## config.mk

```make
export PLATFORM = sky130hd
export DESIGN_NAME = mc_control_unit
export DESIGN_NICKNAME = d
export VERILOG_FILES = /design/src/rtl/mc_pkg.sv /design/src/rtl/mc_alu_decoder.sv /design/src/rtl/mc_control_unit.sv
export SDC_FILE = /design/constraint.sdc
export NUM_CORES = 1
export LEC_CHECK = 0
export CORE_MARGIN = 4
export CORE_UTILIZATION = 47
export CTS_BUF_LIST = sky130_fd_sc_hd__clkbuf_4 sky130_fd_sc_hd__clkbuf_8
export DETAILED_ROUTE_END_ITERATION = 7
export DONT_BUFFER_PORTS = 1
export GPL_TIMING_DRIVEN = 0
export HOLD_SLACK_MARGIN = 0.12
export SLEW_MARGIN = 10
export SYNTH_ARGS = -nofsm -noshare
export SYNTH_HDL_FRONTEND = slang
export SYNTH_SLANG_ARGS = --single-unit
```

## constraint.sdc

```tcl
create_clock -name clk -period 1.9 [get_ports clk]
set_input_delay 0.57 -clock clk [delete_from_list [all_inputs] [get_ports clk]]
set_output_delay 0.57 -clock clk [all_outputs]
set_load 0.01 [all_outputs]
```

## src/rtl/mc_pkg.sv

```systemverilog
// Shared encodings for the multi-cycle MIPS control unit: state codes, opcode/funct
// values, ALU control words and datapath mux selects.
package mc_pkg;

    localparam int FIELD_W = 6;
    localparam int ALU_W   = 3;
    localparam int STATE_W = 4;

    typedef logic [STATE_W-1:0] state_t;

    localparam state_t ST_FETCH   = 4'd0;
    localparam state_t ST_DECODE  = 4'd1;
    localparam state_t ST_MEMADR  = 4'd2;
    localparam state_t ST_MEMRD   = 4'd3;
    localparam state_t ST_MEMWB   = 4'd4;
    localparam state_t ST_MEMWR   = 4'd5;
    localparam state_t ST_EXECUTE = 4'd6;
    localparam state_t ST_ALUWB   = 4'd7;
    localparam state_t ST_BRANCH  = 4'd8;
    localparam state_t ST_ADDIEX  = 4'd9;
    localparam state_t ST_ADDIWB  = 4'd10;
    localparam state_t ST_JUMP    = 4'd11;

    localparam logic [FIELD_W-1:0] OP_RTYPE = 6'b000000;
    localparam logic [FIELD_W-1:0] OP_LW    = 6'b100011;
    localparam logic [FIELD_W-1:0] OP_SW    = 6'b101011;
    localparam logic [FIELD_W-1:0] OP_BEQ   = 6'b000100;
    localparam logic [FIELD_W-1:0] OP_ADDI  = 6'b001000;
    localparam logic [FIELD_W-1:0] OP_J     = 6'b000010;

    localparam logic [FIELD_W-1:0] FN_ADD = 6'b100000;
    localparam logic [FIELD_W-1:0] FN_SUB = 6'b100010;
    localparam logic [FIELD_W-1:0] FN_AND = 6'b100100;
    localparam logic [FIELD_W-1:0] FN_OR  = 6'b100101;
    localparam logic [FIELD_W-1:0] FN_SLT = 6'b101010;
    localparam logic [FIELD_W-1:0] FN_XOR = 6'b100110;

    localparam logic [ALU_W-1:0] ALU_ADD = 3'b000;
    localparam logic [ALU_W-1:0] ALU_SUB = 3'b001;
    localparam logic [ALU_W-1:0] ALU_AND = 3'b010;
    localparam logic [ALU_W-1:0] ALU_OR  = 3'b011;
    localparam logic [ALU_W-1:0] ALU_SLT = 3'b101;
    localparam logic [ALU_W-1:0] ALU_XOR = 3'b110;

    localparam logic [1:0] SRCB_B      = 2'b00;
    localparam logic [1:0] SRCB_FOUR   = 2'b01;
    localparam logic [1:0] SRCB_IMM    = 2'b10;
    localparam logic [1:0] SRCB_IMM_SH = 2'b11;

    localparam logic [1:0] PC_ALU    = 2'b00;
    localparam logic [1:0] PC_ALUOUT = 2'b01;
    localparam logic [1:0] PC_JUMP   = 2'b10;

    // Which operation the FSM wants from the ALU in the current state.
    typedef enum logic [1:0] {
        OPC_ADD   = 2'b00,
        OPC_SUB   = 2'b01,
        OPC_FUNCT = 2'b10
    } alu_op_e;

endpackage

```

## src/rtl/mc_alu_decoder.sv

```systemverilog
// Maps the FSM's requested ALU operation class (and funct for R-type) onto the
// ALU control word; flags funct codes the datapath does not implement.
module mc_alu_decoder
    import mc_pkg::*;
(
    input  alu_op_e            alu_op,
    input  logic [FIELD_W-1:0] funct,
    output logic [ALU_W-1:0]   alu_control,
    output logic               funct_illegal
);

    always_comb begin
        // NOTE: every output gets a default before the case so no path leaves it unassigned (no latch).
        alu_control   = ALU_ADD;
        funct_illegal = 1'b0;
        case (alu_op)
            OPC_ADD: alu_control = ALU_ADD;
            OPC_SUB: alu_control = ALU_SUB;
            OPC_FUNCT: begin
                case (funct)
                    FN_ADD:  alu_control = ALU_ADD;
                    FN_SUB:  alu_control = ALU_SUB;
                    FN_AND:  alu_control = ALU_AND;
                    FN_OR:   alu_control = ALU_OR;
                    FN_SLT:  alu_control = ALU_SLT;
                    FN_XOR:  alu_control = ALU_XOR;
                    default: funct_illegal = 1'b1;
                endcase
            end
            default: alu_control = ALU_ADD;
        endcase
    end

endmodule

```

## src/rtl/mc_control_unit.sv

```systemverilog
// Main control FSM of the multi-cycle MIPS datapath: sequences fetch, decode,
// execute, memory and writeback and drives every datapath select and enable.
module mc_control_unit
    import mc_pkg::*;
#(
    parameter int OP_W   = 6,
    parameter int CTRL_W = 3
) (
    input  logic              clk,
    input  logic              rst_n,
    input  logic [OP_W-1:0]   opcode,
    input  logic [OP_W-1:0]   funct,
    input  logic              zero,
    input  logic              mem_ready,
    output logic              iord,
    output logic              mem_req,
    output logic              mem_write,
    output logic              ir_write,
    output logic              reg_dst,
    output logic              mem_to_reg,
    output logic              reg_write,
    output logic              alu_src_a,
    output logic [1:0]        alu_src_b,
    output logic [CTRL_W-1:0] alu_control,
    output logic [1:0]        pc_src,
    output logic              pc_en,
    output logic              illegal_op
);

    state_t  state, state_next;
    alu_op_e alu_op;
    logic    funct_illegal;
    logic    mem_req_raw, mem_write_raw, ir_write_raw, reg_write_raw;
    logic    pc_en_raw, illegal_raw;

    mc_alu_decoder u_alu_decoder (
        .alu_op        (alu_op),
        .funct         (funct),
        .alu_control   (alu_control),
        .funct_illegal (funct_illegal)
    );

    always_ff @(posedge clk or negedge rst_n) begin
        // NOTE: sequential state uses non-blocking assignment so all flops update from pre-edge values.
        if (!rst_n) state <= ST_FETCH;
        else        state <= state_next;
    end

    always_comb begin
        state_next    = ST_FETCH;
        iord          = 1'b0;
        mem_req_raw   = 1'b0;
        mem_write_raw = 1'b0;
        ir_write_raw  = 1'b0;
        reg_dst       = 1'b0;
        mem_to_reg    = 1'b0;
        reg_write_raw = 1'b0;
        alu_src_a     = 1'b0;
        alu_src_b     = SRCB_B;
        alu_op        = OPC_ADD;
        pc_src        = PC_ALU;
        pc_en_raw     = 1'b0;
        illegal_raw   = 1'b0;

        case (state)
            ST_FETCH: begin
                mem_req_raw  = 1'b1;
                alu_src_b    = SRCB_FOUR;
                ir_write_raw = mem_ready;
                pc_en_raw    = mem_ready;
                state_next   = mem_ready ? ST_DECODE : ST_FETCH;
            end
            ST_DECODE: begin
                // Branch target is computed speculatively here and parked in ALUOut.
                alu_src_b = SRCB_IMM_SH;
                case (opcode)
                    OP_LW, OP_SW: state_next = ST_MEMADR;
                    OP_RTYPE:     state_next = ST_EXECUTE;
                    OP_BEQ:       state_next = ST_BRANCH;
                    OP_ADDI:      state_next = ST_ADDIEX;
                    OP_J:         state_next = ST_JUMP;
                    default:      illegal_raw = 1'b1;
                endcase
            end
            ST_MEMADR: begin
                alu_src_a  = 1'b1;
                alu_src_b  = SRCB_IMM;
                state_next = (opcode == OP_SW) ? ST_MEMWR : ST_MEMRD;
            end
            ST_MEMRD: begin
                mem_req_raw = 1'b1;
                iord        = 1'b1;
                state_next  = mem_ready ? ST_MEMWB : ST_MEMRD;
            end
            ST_MEMWB: begin
                reg_write_raw = 1'b1;
                mem_to_reg    = 1'b1;
            end
            ST_MEMWR: begin
                mem_req_raw   = 1'b1;
                iord          = 1'b1;
                mem_write_raw = mem_ready;
                state_next    = mem_ready ? ST_FETCH : ST_MEMWR;
            end
            ST_EXECUTE: begin
                alu_src_a   = 1'b1;
                alu_op      = OPC_FUNCT;
                illegal_raw = funct_illegal;
                state_next  = funct_illegal ? ST_FETCH : ST_ALUWB;
            end
            ST_ALUWB: begin
                reg_write_raw = 1'b1;
                reg_dst       = 1'b1;
            end
            ST_BRANCH: begin
                alu_src_a = 1'b1;
                alu_op    = OPC_SUB;
                pc_src    = PC_ALUOUT;
                pc_en_raw = zero;
            end
            ST_ADDIEX: begin
                alu_src_a  = 1'b1;
                alu_src_b  = SRCB_IMM;
                state_next = ST_ADDIWB;
            end
            ST_ADDIWB: reg_write_raw = 1'b1;
            ST_JUMP: begin
                pc_src    = PC_JUMP;
                pc_en_raw = 1'b1;
            end
            default: state_next = ST_FETCH;
        endcase
    end

    // Strobes are cut combinationally so nothing is written once reset is asserted.
    assign mem_req    = mem_req_raw   & rst_n;
    assign mem_write  = mem_write_raw & rst_n;
    assign ir_write   = ir_write_raw  & rst_n;
    assign reg_write  = reg_write_raw & rst_n;
    assign pc_en      = pc_en_raw     & rst_n;
    assign illegal_op = illegal_raw   & rst_n;

endmodule

```

==> results of run 1 <==
[worst max-delay path, stage by stage, from the launching register on]
cell	delay, ns
dfrtp_2	0.43
buf_6	0.13
or3_4	0.40
ha_4	0.20
nand2_4	0.07
nor2_1	0.04
o21a_1	0.20
[worst max-delay path by stage]
stage,to,slack [ns],depth (start not counted)
after floorplan,alu_control[1],-0.14,5
after global placement,alu_control[1],-0.24,8
after detailed placement,alu_control[1],-0.25,8
after CTS,alu_control[1],-0.41,5
after global routing,alu_control[1],-0.43,5
final,alu_control[0],-0.39,6
[per-layer routing]
layer  part of all wire, %  wire (um)  GRT usage (%)  vias to the layer above
li1                      -          -              -                      403
met1                    40       1010           28.5                      407
met2                    50       1250           40.1                       49
met3                   7.7        192           4.98                        8
met4                   1.6         39           7.18                        0
met5                     0          0              0                        -
[layout make-up]
type,instances,area [um^2],share of cell area (%)
Multi-Input combinational cell,86,766,64.8
Timing Repair Buffer,18,164,13.9
Sequential cell,4,103,8.68
Buffer,7,77.6,6.56
Clock buffer,4,30.0,2.54
Inverter,3,23.8,2.01
Tap cell,15,18.8,1.59
[stage by stage]
| stage | util, % | worst slack (ns) | setup TNS (ns) | total power [mW] | cells |
|---|---|---|---|---|---|
| after CTS | 80.8 | -0.411 | -1.67 | 1.03 | 134 |
| after floorplan | - | -0.136 | -0.296 | 0.561 | 100 |
| after detailed placement | 57.5 | -0.246 | -0.926 | 0.637 | 115 |
| after global placement | 57.5 | -0.237 | -0.890 | 0.638 | 115 |
| final | 86.5 | -0.391 | -1.81 | 1.12 | 137 |
| after global routing | 86.5 | -0.430 | -2.36 | 1.18 | 137 |
[kinds of logic after synthesis]
| group | after synthesis | synth area share, % |
|---|---|---|
| flops | 4 | 13.8 |
| mux | 2 | 2.77 |
| xor+xnor | 5 | 6.06 |
| fa+ha+maj | 3 | 5.19 |
| buf+inv | 10 | 8.30 |
| simple gates | 52 | 42.4 |
| compound gates | 24 | 21.5 |
[power breakdown]
group | internal (mW) | leakage (nW) | switching [mW]
Clock | 0.0939 | 0.0184 | 0.0473
Sequential | 0.111 | 0.0505 | 0.0268
Combinational | 0.407 | 0.418 | 0.438
[synthesized netlist by cell type, types with 2 or more instances]
master     n  area [um^2]
a21oi_1    5         25.0
and3_1     3         18.8
buf_2      2         10.0
buf_6      2         22.5
dfrtp_1    4          100
ha_1       3         37.5
inv_1      3         11.3
mux2i_1    2         20.0
nand2_1   10         37.5
nand2b_1   7         43.8
nand3_1    3         15.0
nand4_1    2         12.5
nor2_1     8         30.0
nor2b_1    2         12.5
nor3_1     8         40.0
o211ai_1   3         22.5
o21a_1     4         30.0
o21ai_0    6         30.0
xnor2_1    2         17.5
xor2_1     3         26.3
[repair_timing]
action | in CTS | in global routing
setup endpoints to repair | 17 | 15
endpoints found under the hold margin | 4 | 0
gates resized for setup | 36 | 15
pin swaps | 13 | 9
buffers inserted | 14 | 3
hold buffers | 1 | 0
==> report_table.html, run 1 <==
<table>
<tr><th>Metric</th><th>Value</th></tr>
<tr><th colspan="2">Outcome</th></tr>
<tr><td>Result of the run</td><td>complete, but fails checks</td></tr>
<tr><td>Failing checks</td><td>negative setup slack</td></tr>
<tr><th colspan="2">Route</th></tr>
<tr><td>Overall routed net length</td><td>2480 um</td></tr>
<tr><td>Length of the first detailed-routing pass in iterations</td><td>4</td></tr>
<tr><td>WL per Instance</td><td>18.1 um</td></tr>
<tr><td>DRC violation count after routing</td><td>0</td></tr>
<tr><td>Routed vias</td><td>approximately 870</td></tr>
<tr><td>Via-to-Cell Ratio</td><td>6.33</td></tr>
<tr><td>Iter 0 DRT Violations</td><td>14</td></tr>
<tr><td>Remaining antenna violation count after routing</td><td>0</td></tr>
<tr><th colspan="2">GRT</th></tr>
<tr><td>Residual overflow from global routing</td><td>0</td></tr>
<tr><td>Wire length of the first global-routing pass</td><td>around 3600 um</td></tr>
<tr><td>Number of antenna violations at the first check in global routing</td><td>0</td></tr>
<tr><td>Overall Global Routing Usage</td><td>between 20% and 30%</td></tr>
<tr><td>Largest net degree at the start of global routing</td><td>11</td></tr>
<tr><td>Via count of the first global-routing pass</td><td>809</td></tr>
<tr><th colspan="2">Layout</th></tr>
<tr><td>Share of post-route cells with drive strength above 1</td><td>48.4%</td></tr>
<tr><td>Total number of nets in the final design</td><td>142</td></tr>
<tr><td>Register ranked first by flip-flop count</td><td>state</td></tr>
<tr><td>Fill count</td><td>66</td></tr>
<tr><td>Post-layout instance area</td><td>0.00118 mm^2</td></tr>
<tr><td>Registers with the most flip-flops</td><td>state x4</td></tr>
<tr><td>Number of antenna repair diodes</td><td>0</td></tr>
<tr><td>Flip-flop count of the largest register, all copies and words added</td><td>4</td></tr>
<tr><td>Most common cell after layout, fill and taps aside</td><td>buf_6</td></tr>
<tr><td>Most used cells in the layout excluding fill and tap cells</td><td>buf_6, buf_4, nand2_1, nor2_1</td></tr>
<tr><td>Area added between synthesis and finish</td><td>63.5%</td></tr>
<tr><th colspan="2">Die</th></tr>
<tr><td># IOs</td><td>33</td></tr>
<tr><td>Starting density of the core</td><td>between 50% and 60%</td></tr>
<tr><td>Die height</td><td>around 47 um</td></tr>
<tr><td>Placeable core region</td><td>0.00137 mm^2</td></tr>
<tr><td>Area of the die</td><td>0.00223 mm^2</td></tr>
<tr><td>Horizontal die dimension</td><td>about 47 um</td></tr>
<tr><td>Std cell rows</td><td>13</td></tr>
<tr><th colspan="2">Synthesis</th></tr>
<tr><td>Synthesized netlist net count</td><td>around 120</td></tr>
<tr><td>Post-synth cell types</td><td>38</td></tr>
<tr><td>Post-synthesis register bit count</td><td>4</td></tr>
<tr><td>Mapped cell area</td><td>723 um^2</td></tr>
<tr><td>Number of flops mapped to enable cells by yosys</td><td>0</td></tr>
<tr><td>Commonest register cell after synthesis</td><td>dfrtp_1</td></tr>
<tr><td>Sequential share of the synthesized area</td><td>13.8%</td></tr>
<tr><td>Fraction of registers with async set or reset after synthesis</td><td>100%</td></tr>
<tr><td>Synth warn</td><td>0</td></tr>
<tr><td>Post-synthesis instance total</td><td>100</td></tr>
<tr><td>Average cell area after synthesis</td><td>7.23 um^2</td></tr>
<tr><th colspan="2">Timing</th></tr>
<tr><td>Post-route fraction of the period consumed by the critical path</td><td>121%</td></tr>
<tr><td>Min setup slack post-route</td><td>-0.391 ns</td></tr>
<tr><td>Remaining max-slew budget at the tightest pin</td><td>around 80%</td></tr>
<tr><td>Worst hold margin</td><td>0.563 ns</td></tr>
<tr><td>Peak clock frequency supported by timing</td><td>0.436 GHz</td></tr>
<tr><td>Transition at the pin with the smallest max-transition slack</td><td>between 0.3 and 0.4 ns</td></tr>
<tr><td>Time the final worst path needs with I/O delays and setup</td><td>2.29 ns</td></tr>
<tr><td>Worst clock skew</td><td>0.00734 ns</td></tr>
<tr><td>Number of max-slew violations in the final report</td><td>0</td></tr>
<tr><td>Unrepaired setup endpoints after global routing</td><td>true</td></tr>
<tr><td>Setup Viol. Count Final</td><td>10</td></tr>
<tr><td>Final Hold Violating Endpoints</td><td>0</td></tr>
<tr><th colspan="2">CTS</th></tr>
<tr><td>H-tree level count</td><td>1</td></tr>
<tr><td>Clock latency on the worst-skew pair</td><td>roughly 0.25 ns</td></tr>
<tr><td>Clock-pin slew on the worst setup and hold paths</td><td>0.05 ns</td></tr>
<tr><td>Clock Tree Root</td><td>clkbuf_4</td></tr>
<tr><td>Number of buffers added by the clock tree synthesis step</td><td>3</td></tr>
<tr><td>TritonCTS clock tree</td><td>yes</td></tr>
<tr><td>Maximum clock insertion buffer count</td><td>2</td></tr>
<tr><td>Number of sinks driven by the clock tree</td><td>4</td></tr>
<tr><th colspan="2">Run</th></tr>
<tr><td>Max-cap violations</td><td>0</td></tr>
<tr><th colspan="2">Placed design</th></tr>
<tr><td>Cell area reported after detailed placement</td><td>786 um^2</td></tr>
<tr><td>HPWL Detailed</td><td>~1400 um</td></tr>
<tr><td>Port-buffer cells</td><td>0</td></tr>
<tr><td>Routability-driven placement congestion ratio</td><td>0.809</td></tr>
<tr><th colspan="2">Worst setup path</th></tr>
<tr><td>Arrival time at the worst endpoint</td><td>between 1.5 and 2 ns</td></tr>
<tr><td>Critical path data required time</td><td>1.33 ns</td></tr>
<tr><td>Category of the worst setup path capture point</td><td>output port</td></tr>
<tr><td>WS Path Type</td><td>flop to output port</td></tr>
<tr><td>R2R setup slack</td><td>0.21 ns</td></tr>
<tr><td>RR Startpoint</td><td>state[0]</td></tr>
<tr><td>Capture instance of the worst register-to-register path</td><td>state[1]</td></tr>
<tr><td>Crit Path Max Fanout</td><td>4</td></tr>
<tr><td>Worst Setup SP</td><td>state[0]</td></tr>
<tr><td>Cell count of the worst reg-to-reg path</td><td>8</td></tr>
<tr><td>Startpoint type of the worst setup path</td><td>flop</td></tr>
<tr><th colspan="2">Min path</th></tr>
<tr><td>Endpoint of the worst hold-timing path</td><td>state[2]</td></tr>
<tr><td>Worst hold start</td><td>opcode[5]</td></tr>
<tr><td>Depth of the worst hold-timing path</td><td>3</td></tr>
<tr><td>Min-delay worst type</td><td>primary input to flop</td></tr>
<tr><th colspan="2">Power and ir drop</th></tr>
<tr><td>Maximum resistive drop on vdd</td><td>~640 uV</td></tr>
<tr><td>Power density over cell area</td><td>950 mW/mm^2</td></tr>
<tr><td>Leakage power figure</td><td>0.487 nW</td></tr>
</table>
No activity file was read; power rests on OpenSTA's default activity.
==> inputs of run 2 (changes only) <==
- ABC_AREA: default -> 1
==> run 2 against run 1 <==
Against the previous run: fmax rose by 0.35%; critical path depth did not move; cell count rose by 18%; critical path type unchanged; clock skew rose by 0.0087 ns; clock power rose by 4%; wire length fell by 11%; non-clock buffer count fell by 10; the run still ends with negative setup slack left; synthesized cell count rose by 28%; count of clock-buffer cells in the layout did not move.
==> report_table.html, run 2 <==
<table>
<tr><th>Metric</th><th>Value</th></tr>
<tr><th colspan="2">Outcome</th></tr>
<tr><td>Result of the run</td><td>complete, but fails checks</td></tr>
<tr><td>Failing checks</td><td>negative setup slack</td></tr>
<tr><th colspan="2">Die</th></tr>
<tr><td># IOs</td><td>33</td></tr>
<tr><td>Horizontal die dimension</td><td>46.4 um</td></tr>
<tr><td>Die height</td><td>46.4 um</td></tr>
<tr><td>Area of the die</td><td>0.00215 mm^2</td></tr>
<tr><td>Placeable core region</td><td>0.00135 mm^2</td></tr>
<tr><td>Std cell rows</td><td>13</td></tr>
<tr><td>Starting density of the core</td><td>51.3%</td></tr>
<tr><th colspan="2">Layout</th></tr>
<tr><td>Share of post-route cells with drive strength above 1</td><td>38.8%</td></tr>
<tr><td>Total number of nets in the final design</td><td>167</td></tr>
<tr><td>Area added between synthesis and finish</td><td>48.8%</td></tr>
<tr><td>Number of antenna repair diodes</td><td>0</td></tr>
<tr><td>Registers with the most flip-flops</td><td>state x4</td></tr>
<tr><td>Most common cell after layout, fill and taps aside</td><td>nor2_1</td></tr>
<tr><td>Register ranked first by flip-flop count</td><td>state</td></tr>
<tr><td>Flip-flop count of the largest register, all copies and words added</td><td>4</td></tr>
<tr><td>Most used cells in the layout excluding fill and tap cells</td><td>nor2_1, inv_1, nand2_1, nand3_1, buf_4</td></tr>
<tr><th colspan="2">Worst setup path</th></tr>
<tr><td>RR Startpoint</td><td>state[0]</td></tr>
<tr><td>R2R setup slack</td><td>0.32 ns</td></tr>
<tr><td>Capture instance of the worst register-to-register path</td><td>state[2]</td></tr>
<tr><td>Cell count of the worst reg-to-reg path</td><td>8</td></tr>
<tr><td>WS Path Type</td><td>flop to output port</td></tr>
<tr><td>Critical path data required time</td><td>1.33 ns</td></tr>
<tr><td>Arrival time at the worst endpoint</td><td>1.71 ns</td></tr>
<tr><td>Startpoint type of the worst setup path</td><td>flop</td></tr>
<tr><td>Category of the worst setup path capture point</td><td>output port</td></tr>
<tr><td>Longest individual stage delay on the worst path</td><td>0.41 ns</td></tr>
<tr><td>Max stage delay cell, worst path</td><td>dfrtp_2</td></tr>
<tr><td>Crit Path Max Fanout</td><td>4</td></tr>
<tr><td>CP Cell Sequence</td><td>buf_4 &gt; nor3_4 &gt; inv_2 &gt; ha_4 &gt; nand2_4 &gt; o21ai_4</td></tr>
<tr><th colspan="2">GRT</th></tr>
<tr><td>Largest net degree at the start of global routing</td><td>6</td></tr>
<tr><td>Wire length of the first global-routing pass</td><td>a little over 3000 um</td></tr>
<tr><td>Residual overflow from global routing</td><td>0</td></tr>
<tr><td>Via count of the first global-routing pass</td><td>798</td></tr>
<tr><td>Number of antenna violations at the first check in global routing</td><td>0</td></tr>
<tr><td>Overall Global Routing Usage</td><td>19.6%</td></tr>
<tr><th colspan="2">Placed design</th></tr>
<tr><td>Routability-driven placement congestion ratio</td><td>between 0.7 and 0.8</td></tr>
<tr><td>Post-placement worst setup slack</td><td>-0.178 ns</td></tr>
<tr><td>HPWL Detailed</td><td>1430 um</td></tr>
<tr><td>Port-buffer cells</td><td>0</td></tr>
<tr><th colspan="2">CTS</th></tr>
<tr><td>Clock Tree Root</td><td>clkbuf_4</td></tr>
<tr><td>Maximum clock insertion buffer count</td><td>2</td></tr>
<tr><td>H-tree level count</td><td>1</td></tr>
<tr><td>Clock-pin slew on the worst setup and hold paths</td><td>0.05 ns</td></tr>
<tr><td>Number of buffers added by the clock tree synthesis step</td><td>3</td></tr>
<tr><td>Number of sinks driven by the clock tree</td><td>4</td></tr>
<tr><td>Clock latency on the worst-skew pair</td><td>between 0.2 and 0.3 ns</td></tr>
<tr><td>TritonCTS clock tree</td><td>yes</td></tr>
<tr><th colspan="2">Min path</th></tr>
<tr><td>Min-delay worst type</td><td>primary input to flop</td></tr>
<tr><td>Endpoint of the worst hold-timing path</td><td>state[2]</td></tr>
<tr><td>Worst hold start</td><td>mem_ready</td></tr>
<tr><td>Depth of the worst hold-timing path</td><td>2</td></tr>
<tr><th colspan="2">Timing</th></tr>
<tr><td>Number of max-slew violations in the final report</td><td>0</td></tr>
<tr><td>Setup Viol. Count Final</td><td>11</td></tr>
<tr><td>Transition at the pin with the smallest max-transition slack</td><td>0.305 ns</td></tr>
<tr><td>Time the final worst path needs with I/O delays and setup</td><td>approximately 2.3 ns</td></tr>
<tr><td>Peak clock frequency supported by timing</td><td>0.438 GHz</td></tr>
<tr><td>Remaining max-slew budget at the tightest pin</td><td>between 70% and 80%</td></tr>
<tr><td>Min setup slack post-route</td><td>-0.383 ns</td></tr>
<tr><td>Worst clock skew</td><td>0.0161 ns</td></tr>
<tr><td>Worst hold margin</td><td>0.539 ns</td></tr>
<tr><td>Final Hold Violating Endpoints</td><td>0</td></tr>
<tr><td>Post-route fraction of the period consumed by the critical path</td><td>120%</td></tr>
<tr><td>Unrepaired setup endpoints after global routing</td><td>true</td></tr>
<tr><th colspan="2">Synthesis</th></tr>
<tr><td>Commonest cells in the synthesized netlist</td><td>nor2_1, inv_1, nand2_1, nand3_1, nor2_2</td></tr>
<tr><td>Cell accounting for the most synthesized area</td><td>dfrtp_1</td></tr>
<tr><td>Synthesized netlist net count</td><td>approximately 150</td></tr>
<tr><td>Average cell area after synthesis</td><td>5.41 um^2</td></tr>
<tr><td>Fraction of registers with async set or reset after synthesis</td><td>100%</td></tr>
<tr><td>Mapped cell area</td><td>692 um^2</td></tr>
<tr><td>Post-synth cell types</td><td>22</td></tr>
<tr><td>Sequential share of the synthesized area</td><td>14.5%</td></tr>
<tr><td>Commonest register cell after synthesis</td><td>dfrtp_1</td></tr>
<tr><td>Top post-synthesis cells by area</td><td>dfrtp_1, nor2_1, inv_1, nand2_1, nand3_1</td></tr>
<tr><td>Synth warn</td><td>0</td></tr>
<tr><td>Post-synthesis instance total</td><td>around 130</td></tr>
<tr><td>Most used standard cell by instance count after synthesis</td><td>nor2_1</td></tr>
<tr><td>Number of flops mapped to enable cells by yosys</td><td>0</td></tr>
<tr><td>Synth top area share</td><td>around 14%</td></tr>
<tr><td>Post-synthesis register bit count</td><td>4</td></tr>
<tr><th colspan="2">Power and ir drop</th></tr>
<tr><td>Power density over cell area</td><td>1030 mW/mm^2</td></tr>
<tr><td>Leakage power figure</td><td>0.523 nW</td></tr>
<tr><td>Maximum resistive drop on vdd</td><td>413 uV</td></tr>
<tr><th colspan="2">Route</th></tr>
<tr><td>Remaining antenna violation count after routing</td><td>0</td></tr>
<tr><td>Via-to-Cell Ratio</td><td>around 5.4</td></tr>
<tr><td>DRC violation count after routing</td><td>0</td></tr>
<tr><td>Iter 0 DRT Violations</td><td>17</td></tr>
<tr><td>Overall routed net length</td><td>2200 um</td></tr>
<tr><td>WL per Instance</td><td>13.6 um</td></tr>
<tr><td>Routed vias</td><td>882</td></tr>
<tr><td>Length of the first detailed-routing pass in iterations</td><td>4</td></tr>
<tr><th colspan="2">Run</th></tr>
<tr><td>Max-cap violations</td><td>0</td></tr>
</table>
run 2: cell families (layout without fill, tap and decap cells):
group	after synthesis	after routing	synth area share (%)
adders and majority gates	3	3	5.43
and+or+nand+nor	81	81	55.0
AOI/OAI and AO/OA	12	12	9.95
DFF	4	4	14.5
buffers and inverters	28	47	15.2
run 2: cell type report:
cell class / instances / area, um^2
repair buffers: 15 / 126
clock buffers: 4 / 30.0
flip-flops and latches: 4 / 101
fillers: 103 / 320
well taps: 15 / 18.8
inverters: 28 / 105
multi-input cells: 96 / 648
run 2: report_power, final:
| part | total (mW) | switching [mW] | internal, mW |
|---|---|---|---|
| clock network | 0.146 | 0.0519 | 0.0941 |
| logic | 0.774 | 0.449 | 0.325 |
| registers | 0.143 | 0.0290 | 0.114 |
| total | 1.06 | 0.530 | 0.533 |
run 2: worst max path at each step:
stage             start              to  slack (ns)  depth (start not counted)
2_1_floorplan  state[0]  alu_control[0]       -0.10                          6
3_3_place_gp   state[0]  alu_control[0]       -0.16                          6
3_5_place_dp   state[0]  alu_control[0]       -0.18                          6
4_1_cts        state[1]      illegal_op       -0.35                          7
5_1_grt        state[2]      illegal_op       -0.45                          8
6_report       state[0]  alu_control[0]       -0.38                          6
run 2: per-stage QoR:
step                      instances  cell area [um^2]  utilization [%]  setup TNS, ns  total power, mW
after global placement          143               744             55.1         -0.402            0.586
after floorplan                 128               726                -         -0.214            0.525
final                           162              1030             76.3          -2.53             1.06
after detailed placement        143               744             55.1         -0.468            0.591
after global routing            162              1030             76.3          -3.03             1.11
after CTS                       157               925             68.5          -2.12            0.869
run 2: routing by layer:
layer  global-route usage (%)  part of all wire [%]  wire, um  vias up
li1                         -                     -         -      442
met5                        0                     0         0        -
met3                     3.52                   7.2       158        6
met4                     10.2                   2.5        55        0
met2                     37.4                    54      1180       42
met1                     19.6                    37       807      392
run 2: repair_timing:
| item | 4_1_cts | 5_1_grt |
|---|---|---|
| endpoints found under the hold margin | 4 | 0 |
| pin swaps | 10 | 11 |
| hold buffers | 1 | 0 |
| setup endpoints to repair | 10 | 13 |
| gates resized for setup | 16 | 17 |
| setup buffers | 9 | 5 |
run 2: worst max-delay path, delay by kind of cell (launching register included):
family,cells,cell delay (ns)
DFF,1,0.41
and+or+nand+nor,2,0.35
adders and majority gates,1,0.29
buffers and inverters,2,0.25
AOI/OAI and AO/OA,1,0.14
==> inputs of run 3 (changes only) <==
- CORE_UTILIZATION: 47 -> 40
- HOLD_SLACK_MARGIN: 0.12 -> 0.03
- clock period: 1.9 -> 2.9 ns (I/O delays scaled with it)
==> run 3 against run 2 <==
Against the previous run: the flow now finishes without violations; critical path depth unchanged; global-route usage down 5.4 points; total power decreased by 59%; highest routed layer unchanged.
==> report_table.html, run 3 (synthesized netlist as in run 2, its figures left out) <==
<table>
<tr><th>Metric</th><th>Value</th></tr>
<tr><th colspan="2">Outcome</th></tr>
<tr><td>Result of the run</td><td>completed</td></tr>
<tr><th colspan="2">CTS</th></tr>
<tr><td>Number of buffers added by the clock tree synthesis step</td><td>3</td></tr>
<tr><td>Clock Tree Root</td><td>clkbuf_4</td></tr>
<tr><td>Clock latency on the worst-skew pair</td><td>approximately 0.23 ns</td></tr>
<tr><td>Number of sinks driven by the clock tree</td><td>4</td></tr>
<tr><td>Hold_buf cts</td><td>0</td></tr>
<tr><td>H-tree level count</td><td>1</td></tr>
<tr><td>Maximum clock insertion buffer count</td><td>2</td></tr>
<tr><td>Setup repair bufs after CTS</td><td>0</td></tr>
<tr><td># resized after CTS</td><td>0</td></tr>
<tr><td>TritonCTS clock tree</td><td>yes</td></tr>
<tr><td>Clock-pin slew on the worst setup and hold paths</td><td>0.04 ns</td></tr>
<tr><th colspan="2">Die</th></tr>
<tr><td>Starting density of the core</td><td>43.9%</td></tr>
<tr><td>Die height</td><td>around 50 um</td></tr>
<tr><td>Std cell rows</td><td>14</td></tr>
<tr><td>Area of the die</td><td>around 0.0025 mm^2</td></tr>
<tr><td># IOs</td><td>33</td></tr>
<tr><td>Horizontal die dimension</td><td>49.6 um</td></tr>
<tr><td>Placeable core region</td><td>roughly 0.0016 mm^2</td></tr>
<tr><th colspan="2">Route</th></tr>
<tr><td>DRC violation count after routing</td><td>0</td></tr>
<tr><td>Via-to-Cell Ratio</td><td>5.24</td></tr>
<tr><td>Overall routed net length</td><td>1650 um</td></tr>
<tr><td>Routed vias</td><td>a little under 800</td></tr>
<tr><td>WL per Instance</td><td>11.2 um</td></tr>
<tr><td>Length of the first detailed-routing pass in iterations</td><td>4</td></tr>
<tr><td>Iter 0 DRT Violations</td><td>7</td></tr>
<tr><td>Remaining antenna violation count after routing</td><td>0</td></tr>
<tr><th colspan="2">Worst setup path</th></tr>
<tr><td>Crit Path Max Fanout</td><td>6</td></tr>
<tr><td>Startpoint type of the worst setup path</td><td>flop</td></tr>
<tr><td>Category of the worst setup path capture point</td><td>output port</td></tr>
<tr><td>Cell count of the worst reg-to-reg path</td><td>7</td></tr>
<tr><td>Arrival time at the worst endpoint</td><td>1.91 ns</td></tr>
<tr><td>RR Startpoint</td><td>state[0]</td></tr>
<tr><td>Worst Setup SP</td><td>state[0]</td></tr>
<tr><td>Critical path data required time</td><td>2.03 ns</td></tr>
<tr><td>WS Path Type</td><td>flop to output port</td></tr>
<tr><th colspan="2">Layout</th></tr>
<tr><td>Share of post-route cells with drive strength above 1</td><td>14.5%</td></tr>
<tr><td>Flip-flop count of the largest register, all copies and words added</td><td>4</td></tr>
<tr><td>Area added between synthesis and finish</td><td>6.15%</td></tr>
<tr><td>Final Non-Filler Cells</td><td>approximately 150</td></tr>
<tr><td>Register ranked first by flip-flop count</td><td>state</td></tr>
<tr><td>Total number of nets in the final design</td><td>152</td></tr>
<tr><td>Number of antenna repair diodes</td><td>0</td></tr>
<tr><td>Area occupied by multi-input gates</td><td>a little under 500 um^2</td></tr>
<tr><td>Register area</td><td>100 um^2</td></tr>
<tr><td>Utilization after layout</td><td>46.6%</td></tr>
<tr><td>Post-layout instance area</td><td>734 um^2</td></tr>
<tr><td>Registers with the most flip-flops</td><td>state x4</td></tr>
<tr><td>Most used cells in the layout excluding fill and tap cells</td><td>nor2_1, inv_1, nand2_1, nand3_1</td></tr>
<tr><td>Fill count</td><td>183</td></tr>
<tr><td>Most common cell after layout, fill and taps aside</td><td>nor2_1</td></tr>
<tr><th colspan="2">Timing</th></tr>
<tr><td>Transition at the pin with the smallest max-transition slack</td><td>around 0.4 ns</td></tr>
<tr><td>Time the final worst path needs with I/O delays and setup</td><td>2.78 ns</td></tr>
<tr><td>Final Hold Violating Endpoints</td><td>0</td></tr>
<tr><td>Min setup slack post-route</td><td>0.120 ns</td></tr>
<tr><td>Peak clock frequency supported by timing</td><td>0.360 GHz</td></tr>
<tr><td>Number of max-slew violations in the final report</td><td>0</td></tr>
<tr><td>Remaining max-slew budget at the tightest pin</td><td>73.6%</td></tr>
<tr><td>Unrepaired setup endpoints after global routing</td><td>false</td></tr>
<tr><td>Worst clock skew</td><td>about 0.00034 ns</td></tr>
<tr><td>Setup TNS after final layout</td><td>0 ns</td></tr>
<tr><td>Post-route fraction of the period consumed by the critical path</td><td>between 90% and 100%</td></tr>
<tr><td>Setup Viol. Count Final</td><td>0</td></tr>
<tr><th colspan="2">Power and ir drop</th></tr>
<tr><td>Leakage power figure</td><td>around 0.39 nW</td></tr>
<tr><td>Maximum resistive drop on vdd</td><td>~170 uV</td></tr>
<tr><td>Power density over cell area</td><td>between 500 and 600 mW/mm^2</td></tr>
<tr><th colspan="2">GRT</th></tr>
<tr><td>Residual overflow from global routing</td><td>0</td></tr>
<tr><td>Overall Global Routing Usage</td><td>between 10 and 15%</td></tr>
<tr><td>Wire length of the first global-routing pass</td><td>2840 um</td></tr>
<tr><td>Via count of the first global-routing pass</td><td>739</td></tr>
<tr><td>Number of antenna violations at the first check in global routing</td><td>0</td></tr>
<tr><td>Largest net degree at the start of global routing</td><td>9</td></tr>
<tr><th colspan="2">Placed design</th></tr>
<tr><td>Post-placement worst setup slack</td><td>between 0.2 and 0.3 ns</td></tr>
<tr><td>Routability-driven placement congestion ratio</td><td>0.807</td></tr>
<tr><td>Number of placed instances, taps included</td><td>144</td></tr>
<tr><td>Port-buffer cells</td><td>0</td></tr>
<tr><td>Cell area reported after detailed placement</td><td>712 um^2</td></tr>
<tr><td>HPWL Detailed</td><td>1450 um</td></tr>
<tr><th colspan="2">Min path</th></tr>
<tr><td>Min-delay worst type</td><td>primary input to asynchronous set/reset pin</td></tr>
<tr><th colspan="2">Run</th></tr>
<tr><td>Max-cap violations</td><td>0</td></tr>
</table>
==> run 3: path summary, 6_finish.rpt <==
path                                       end  slack [ns]
max in group asynchronous             state[3]        2.50
worst min-delay path                  state[0]        0.33
min in group clk                      state[2]        0.68
worst min register to register        state[2]        0.68
worst max-delay path            alu_control[0]        0.12
worst max register to register        state[2]        1.23
==> run 3: worst max-delay path, cell delays in order (launching register included) <==
cell and delay, ns:
dfrtp_1 0.46, or2_4 0.29, nor2_2 0.22, inv_1 0.10, ha_1 0.30, nand2_1 0.07, o21ai_1 0.24
==> run 3: report_power, final <==
| group | total (mW) | internal (mW) | leakage, nW | switching (mW) |
|---|---|---|---|---|
| clock | 0.0675 | 0.0462 | 0.0138 | 0.0213 |
| sequential | 0.100 | 0.0736 | 0.0537 | 0.0267 |
| combinational | 0.272 | 0.0871 | 0.321 | 0.185 |
==> run 3: area by class of cell <==
type	instances	share of cell area, %
flip-flops and latches	4	13.6
inverters	28	14.3
well taps	16	2.73
multi-input cells	96	66.3
clock buffers	3	3.07
==> run 3: per-layer routing <==
| layer | wire length (um) | GRT usage [%] | up-vias | part of all wire, % |
|---|---|---|---|---|
| met5 | 0 | 0 | - | 0 |
| met4 | 17 | 6.91 | 0 | 1.0 |
| met3 | 85 | 1.81 | 2 | 5.2 |
| met2 | 816 | 24.9 | 22 | 50 |
| met1 | 726 | 17.0 | 343 | 44 |
| li1 | - | - | 403 | - |
==> run 3: metrics by stage <==
stage / total power, mW / hold WS, ns
global route: 0.485 / 0.315
finish: 0.439 / 0.334
detailed placement: 0.376 / 0.575
floorplan: 0.333 / 0.574
CTS: 0.447 / 0.326
global placement: 0.371 / 0.575
